File: src/rtl/spi_bank_loader_if.sv
// rtl/spi_bank_loader_if.sv - SPI pins and bank write port of spi_bank_loader
interface spi_bank_loader_if #(
  parameter int ADDR_WIDTH = 13,
  parameter int DATA_WIDTH = 8
);
  logic                  spi_sclk;
  logic                  spi_cs_n;
  logic                  spi_mosi;
  logic                  csen;
  logic                  wrenb;
  logic [ADDR_WIDTH-1:0] addr_b;
  logic [DATA_WIDTH-1:0] data_b;
  logic                  busy;
  logic                  done;
  logic [ADDR_WIDTH:0]   byte_cnt;
  logic                  err;

  modport master (
    output spi_sclk, spi_cs_n, spi_mosi,
    input  csen, wrenb, addr_b, data_b, busy, done, byte_cnt, err
  );

  modport slave (
    input  spi_sclk, spi_cs_n, spi_mosi,
    output csen, wrenb, addr_b, data_b, busy, done, byte_cnt, err
  );
endinterface

File: src/rtl/spi_bank_loader.sv
// rtl/spi_bank_loader.sv - SPI session loader writing bytes into a bank; LOADER_ADDR_WRAP_EN wraps the address at DATA_DEPTH
module spi_bank_loader #(
  parameter int ADDR_WIDTH = 13,
  parameter int DATA_WIDTH = 8,
  parameter int DATA_DEPTH = 1024
) (
  input logic              clk,
  input logic              rst_n,
  spi_bank_loader_if.slave bus
);

  typedef enum logic [1:0] {IDLE, HDR, DATA, DONE} state_t;

  localparam logic [ADDR_WIDTH:0] DEPTH   = (ADDR_WIDTH+1)'(DATA_DEPTH);
  localparam logic [ADDR_WIDTH:0] ONE     = (ADDR_WIDTH+1)'(1);
  localparam logic [ADDR_WIDTH:0] CNT_MAX = '1;
`ifdef LOADER_ADDR_WRAP_EN
  localparam logic [ADDR_WIDTH:0] LAST    = DEPTH - ONE;
`endif

  state_t                state, state_nx;
  logic [1:0]            sclk_sync, cs_sync, mosi_sync;
  logic                  sclk_d, cs_d;
  logic                  sclk_rise, cs_fall, cs_rise;
  logic [14:0]           shreg;
  logic [15:0]           shreg_nx;
  logic [3:0]            bit_cnt;
  logic [7:0]            byte_q;
  logic                  byte_vld, byte_vld_d;
  logic                  blocked, err_q, wr_q, done_c, pending;
  logic [ADDR_WIDTH:0]   addr_cnt, cnt_q;
  logic [ADDR_WIDTH-1:0] addr_q;
  logic [DATA_WIDTH-1:0] data_q;
  logic                  unused_hdr;

  assign sclk_rise  = sclk_sync[1] & ~sclk_d;
  assign cs_fall    = ~cs_sync[1] & cs_d;
  assign cs_rise    = cs_sync[1] & ~cs_d;
  assign shreg_nx   = {shreg, mosi_sync[1]};
  assign unused_hdr = ^shreg_nx;
  // A byte still in the write pipeline must land before done is reported
  assign pending    = byte_vld | byte_vld_d | wr_q;

  always_ff @(posedge clk or negedge rst_n) begin
    if (!rst_n) begin
      state <= IDLE;
    end else begin
      state <= state_nx;
    end
  end

  always_comb begin
    state_nx = state;
    done_c   = 1'b0;
    unique case (state)
      IDLE: if (cs_fall) state_nx = HDR;
      HDR: begin
        if (cs_rise) state_nx = DONE;
        else if (sclk_rise && bit_cnt == 4'd15) state_nx = DATA;
      end
      DATA: if (cs_rise) state_nx = DONE;
      DONE: begin
        if (!pending) begin
          done_c   = 1'b1;
          state_nx = IDLE;
        end
      end
      default: state_nx = IDLE;
    endcase
  end

  always_ff @(posedge clk or negedge rst_n) begin
    if (!rst_n) begin
      sclk_sync  <= '0;
      cs_sync    <= '0;
      mosi_sync  <= '0;
      sclk_d     <= 1'b0;
      cs_d       <= 1'b0;
      shreg      <= '0;
      bit_cnt    <= '0;
      byte_q     <= '0;
      byte_vld   <= 1'b0;
      byte_vld_d <= 1'b0;
      blocked    <= 1'b0;
      err_q      <= 1'b0;
      wr_q       <= 1'b0;
      addr_cnt   <= '0;
      cnt_q      <= '0;
      addr_q     <= '0;
      data_q     <= '0;
    end else begin
      sclk_sync  <= {sclk_sync[0], bus.spi_sclk};
      cs_sync    <= {cs_sync[0], bus.spi_cs_n};
      mosi_sync  <= {mosi_sync[0], bus.spi_mosi};
      sclk_d     <= sclk_sync[1];
      cs_d       <= cs_sync[1];
      byte_vld   <= 1'b0;
      byte_vld_d <= byte_vld;
      wr_q       <= 1'b0;
      addr_q     <= '0;
      data_q     <= '0;

      if (state == IDLE && cs_fall) begin
        err_q   <= 1'b0;
        cnt_q   <= '0;
        bit_cnt <= '0;
        shreg   <= '0;
        blocked <= 1'b0;
      end

      if (state == HDR) begin
        if (sclk_rise) begin
          shreg   <= shreg_nx[14:0];
          bit_cnt <= bit_cnt + 4'd1;
          if (bit_cnt == 4'd15) begin
            addr_cnt <= {1'b0, shreg_nx[ADDR_WIDTH-1:0]};
            if ({1'b0, shreg_nx[ADDR_WIDTH-1:0]} >= DEPTH) begin
              err_q   <= 1'b1;
              blocked <= 1'b1;
            end
          end
        end
        if (cs_rise && !(sclk_rise && bit_cnt == 4'd15)) err_q <= 1'b1;
      end

      if (state == DATA && sclk_rise) begin
        shreg <= shreg_nx[14:0];
        if (bit_cnt == 4'd7) begin
          byte_q   <= shreg_nx[7:0];
          byte_vld <= 1'b1;
          bit_cnt  <= '0;
        end else begin
          bit_cnt <= bit_cnt + 4'd1;
        end
      end

      // Write stage sits two cycles behind byte completion to hold the fixed sclk-to-wrenb latency
      if (byte_vld_d && !blocked) begin
        if (addr_cnt < DEPTH) begin
          wr_q   <= 1'b1;
          addr_q <= addr_cnt[ADDR_WIDTH-1:0];
          data_q <= DATA_WIDTH'(byte_q);
          if (cnt_q != CNT_MAX) cnt_q <= cnt_q + ONE;
`ifdef LOADER_ADDR_WRAP_EN
          addr_cnt <= (addr_cnt == LAST) ? '0 : addr_cnt + ONE;
`else
          addr_cnt <= addr_cnt + ONE;
`endif
        end else begin
          err_q <= 1'b1;
        end
      end
    end
  end

  assign bus.csen     = wr_q;
  assign bus.wrenb    = wr_q;
  assign bus.addr_b   = addr_q;
  assign bus.data_b   = data_q;
  assign bus.busy     = (state != IDLE);
  assign bus.done     = done_c;
  assign bus.byte_cnt = cnt_q;
  assign bus.err      = err_q;

endmodule

File: src/flat_wrapper.sv
// flat-port wrapper written by rule: the top's interface ports become plain ports
module spi_bank_loader_flat 
#(
  parameter int ADDR_WIDTH = 13,
  parameter int DATA_WIDTH = 8,
  parameter int DATA_DEPTH = 1024
)
  (clk, rst_n, bus_spi_sclk, bus_spi_cs_n, bus_spi_mosi, bus_csen, bus_wrenb, bus_addr_b, bus_data_b, bus_busy, bus_done, bus_byte_cnt, bus_err);
  spi_bank_loader_if #(.ADDR_WIDTH(ADDR_WIDTH), .DATA_WIDTH(DATA_WIDTH)) bus_i ();
  input logic clk;
  input logic rst_n;
  input wire logic [$bits(bus_i.spi_sclk)-1:0] bus_spi_sclk;
  input wire logic [$bits(bus_i.spi_cs_n)-1:0] bus_spi_cs_n;
  input wire logic [$bits(bus_i.spi_mosi)-1:0] bus_spi_mosi;
  output wire logic [$bits(bus_i.csen)-1:0] bus_csen;
  output wire logic [$bits(bus_i.wrenb)-1:0] bus_wrenb;
  output wire logic [$bits(bus_i.addr_b)-1:0] bus_addr_b;
  output wire logic [$bits(bus_i.data_b)-1:0] bus_data_b;
  output wire logic [$bits(bus_i.busy)-1:0] bus_busy;
  output wire logic [$bits(bus_i.done)-1:0] bus_done;
  output wire logic [$bits(bus_i.byte_cnt)-1:0] bus_byte_cnt;
  output wire logic [$bits(bus_i.err)-1:0] bus_err;
  assign bus_i.spi_sclk = bus_spi_sclk;
  assign bus_i.spi_cs_n = bus_spi_cs_n;
  assign bus_i.spi_mosi = bus_spi_mosi;
  assign bus_csen = bus_i.csen;
  assign bus_wrenb = bus_i.wrenb;
  assign bus_addr_b = bus_i.addr_b;
  assign bus_data_b = bus_i.data_b;
  assign bus_busy = bus_i.busy;
  assign bus_done = bus_i.done;
  assign bus_byte_cnt = bus_i.byte_cnt;
  assign bus_err = bus_i.err;
  spi_bank_loader #(.ADDR_WIDTH(ADDR_WIDTH), .DATA_WIDTH(DATA_WIDTH), .DATA_DEPTH(DATA_DEPTH)) u_core (.clk(clk), .rst_n(rst_n), .bus(bus_i));
endmodule
File: config.mk
export PLATFORM = sky130hd
export DESIGN_NAME = spi_bank_loader_flat
export DESIGN_NICKNAME = d
export VERILOG_FILES = /design/src/rtl/spi_bank_loader_if.sv /design/src/rtl/spi_bank_loader.sv /design/src/flat_wrapper.sv
export SDC_FILE = /design/constraint.sdc
export NUM_CORES = 1
export LEC_CHECK = 0
export CORE_MARGIN = 2
export CORE_UTILIZATION = 58
export CTS_BUF_LIST = sky130_fd_sc_hd__clkbuf_4 sky130_fd_sc_hd__clkbuf_8
export DETAILED_ROUTE_END_ITERATION = 10
export GPL_TIMING_DRIVEN = 0
export PLACE_DENSITY = 0.9
export SYNTH_ARGS = -nofsm -noshare
export SYNTH_HDL_FRONTEND = slang
export SYNTH_SLANG_ARGS = --single-unit
File: constraint.sdc
create_clock -name clk -period 2.75 [get_ports clk]
set_input_delay 0.275 -clock clk [delete_from_list [all_inputs] [get_ports clk]]
set_output_delay 0.275 -clock clk [all_outputs]
set_load 0.02 [all_outputs]
==> qor.yml <==
drt_wl_total_um: 8116
area_growth_pct: 21.61
grt_pass1_vias: 2868
postCtsSetupBuffers: 0
crit_path_end_kind: "flop"
r2r_end: "u_core.bus.byte_cnt[6]"
hold_start: "bus_spi_mosi"
synth_ff_type: "dfrtp_1"
ys_seq_area_share_pct: 57.99
synth-edff-count: 0
row_count: 29
syn_area_um2: 3797
finalPower_w: 0.002991
fin_crit_sh_pct: 87.77
yosys.area_share.simple_pct: 19.24
drc: 0
slowest_stage: "nor4_1"
synth_top_family_by_area: "simple AND/OR/NAND/NOR gates"
hold_end: "u_core.mosi_sync[0]"
synth_compound_area_share_pct: 15.16
drv_slew: 0
ant_nets: 0
place.gp.congestion: 0.8912
layout.cells.most_common: "dfrtp_1"
dr_total_vias: 3029
crit_fanout: 8
mostFrequentLayoutCells: "dfrtp_1 (88), nand2_1 (45), clkdlybuf4s50_1 (43), nor3_1 (21), and2_1 (19)"
finalCoreUtilization_pct: 72.73
worstMarginPinSlew_ns: 0.8687
die_x_um: 84.92
synth_warnings: 0
drtIter0Drc: 281
critPathMaxStageDelay_ns: 0.83
cts.sinks: 88
arrival_ns: 2.66
powerDensity_nw_per_um2: 647.7
die_area_um2: 7211
io_pins: 45
clock_latency_ns: 0.36
crit_type: "reg2reg"
path_cells: "nand4_1 > nor4_1 > nor2_1 > a221o_1"
clk_pin_slew_ns: 0.09
setup_violations: 0
drive_gt1_share_pct: 9.709
regToRegSetupSlack_ns: 0.34
multiInputGateArea_um2: 1489
dr.pass1.iters: 5
synth_cell_types: 59
cap_viol_max_count: 0
wl_per_cell_um: 16.60
fin_nets: 419
timing.rr.start: "u_core.bus.byte_cnt[5]"
critPathRequiredTime_ns: 3.00
rsz0062_at_grt: "false"
period_needed_ns: 2.414
cts-buffers-inserted: 9
hold_path.class: "in2reg"
yosys-mux-area-fraction_pct: 1.977
clock.fmax_ghz: 0.4143
finalHoldViolCount: 0
async_reset_ff_share_pct: 100.0
ys_ff_latch: 88
status: "finished, final reports clean"
die_h_um: 84.92
grt_antenna_before_repair: 0
avgSynthCellArea_um2: 10.91
worst_hold_path.num_cells: 1
synth_xor_area_share_pct: 0.2306
syn_inst: 348
numPortBuffers: 44
dpl.hpwl_um: 5448
antenna_cells: 0
start_util_pct: 59.80
grt_max_degree: 49
ir_drop_mv: 0.4220
start_kind: "flop"
root_buffer: "clkbuf_8"
clock_path_buffers: 2
finalClockSkew_ns: 0.006501
regArea_um2: 2202
relSlewSlack_pct: 41.55
h-tree-depth: 3
grt_overflow: 0
cts_tree: "built"
reg2reg_depth: 4
fill_cells: 432
leakagePower_nw: 2.063
viasPerCell: 6.194
grtUsageTotal_pct: 23.97
grt_pass1_wl_um: 13600
yosys.area_share.adder_pct: 2.306
core_um2: 6350
## registers in the layout, indices dropped and copies added (netlist names)
| register | flops |
|---|---|
| u_core.byte_vld_d | 1 |
| u_core.cs_d | 1 |
| u_core.byte_vld | 1 |
| u_core.cs_sync | 2 |
| u_core.sclk_sync | 2 |
| u_core.shreg | 12 |
| u_core.state | 2 |
| u_core.bit_cnt | 4 |
| u_core.sclk_d | 1 |
| u_core.addr_cnt | 14 |
| u_core.bus.err | 1 |
| u_core.byte_q | 8 |
| u_core.bus.byte_cnt | 14 |
| u_core.blocked | 1 |
| u_core.bus.csen | 1 |
| u_core.bus.data_b | 8 |
| u_core.bus.addr_b | 13 |
| u_core.mosi_sync | 2 |
## logic make-up after synthesis
group	count (synthesis)
xor+xnor	1
other cells	1
mux	7
buf+inv	27
simple gates	141
compound gates	76
fa+ha+maj	7
flops	88
## stage by stage
stage / worst slack, ns / TNS [ns] / hold WS (ns) / instances / instance area (um^2)
CTS: 0.3889 / 0 / 0.3377 / 489 / 4618
floorplan: 0.5962 / 0 / -0.02059 / 350 / 3805
detailed placement: 0.4108 / 0 / 0.2960 / 472 / 4367
finish: 0.3363 / 0 / 0.3407 / 489 / 4618
global placement: -1.568 / -137.65 / 0.3316 / 471 / 4342
global route: 0.2216 / 0 / 0.3287 / 489 / 4618
## how the worst max path moves through the flow
stage	start	to	slack, ns	depth (start not counted)
3_3_place_gp	rst_n	u_core.bus.addr_b[1]	-1.57	1
5_1_grt	u_core.bus.byte_cnt[5]	u_core.bus.byte_cnt[6]	0.22	4
4_1_cts	u_core.addr_cnt[13]	u_core.addr_cnt[10]	0.39	7
3_5_place_dp	u_core.bus.byte_cnt[5]	u_core.bus.byte_cnt[6]	0.41	4
2_1_floorplan	u_core.addr_cnt[13]	u_core.addr_cnt[6]	0.60	7
6_report	u_core.bus.byte_cnt[5]	u_core.bus.byte_cnt[6]	0.34	4
## worst max-delay path: cells and delay by family (launching register included)
family          cells  cell delay (ns)
simple gates        3             1.44
flops               1             0.46
compound gates      1             0.40
## layout make-up
type	count	area share [%]
Buffer	13	1.328
Multi-Input combinational cell	235	32.24
Clock inverter	7	2.547
Sequential cell	88	47.68
Clock buffer	9	2.682
Inverter	14	1.138
Tap cell	77	2.086
Timing Repair Buffer	46	10.30
## timing repair
action / CTS / global route
resized for setup: 0 / 0
setup endpoints to repair: 0 / 0
hold buffers: 1 / 0
hold endpoints to repair: 40 / 0
## synth_stat cells (all sizes together) (2+ instances only)
library cell / n / area [um^2]
and2: 20 / 126.4
inv: 13 / 48.79
dfrtp: 88 / 2202
nor4: 3 / 18.77
or3: 2 / 12.51
and3: 3 / 18.77
nor3: 22 / 115.1
mux2i: 3 / 30.03
a31oi: 2 / 12.51
nor2: 10 / 37.54
nand2: 45 / 168.9
o221a: 6 / 67.56
a22o: 12 / 105.1
ha: 7 / 87.58
clkbuf: 10 / 37.54
nand3: 15 / 75.07
buf: 3 / 23.77
a221o: 6 / 60.06
or4: 3 / 30.03
a211oi: 3 / 22.52
a21oi: 10 / 50.05
nand2b: 3 / 21.27
o31ai: 5 / 37.54
a32o: 2 / 20.02
nand4: 6 / 37.54
mux2: 4 / 45.04
or2: 2 / 12.52
nor2b: 2 / 12.51
o21ai: 16 / 80.08
## metal layers
layer	track usage (%)	vias to the layer above	wire [um]	part of all wire (%)
li1	-	1379	-	-
met1	31.62	1500	3378	42
met2	37.72	128	3960	49
met3	6.323	22	577	7.1
met4	10.68	0	199	2.5
met5	0	-	0	0
## power breakdown
| part | leakage [nW] | switching [W] | internal, W |
|---|---|---|---|
| clock network | 0.124 | 0.000467 | 0.000605 |
| registers | 1.19 | 0.0000990 | 0.00138 |
| logic | 0.745 | 0.000250 | 0.000191 |
| total | 2.06 | 0.000816 | 0.00217 |
(Power assumes the default switching activity.)
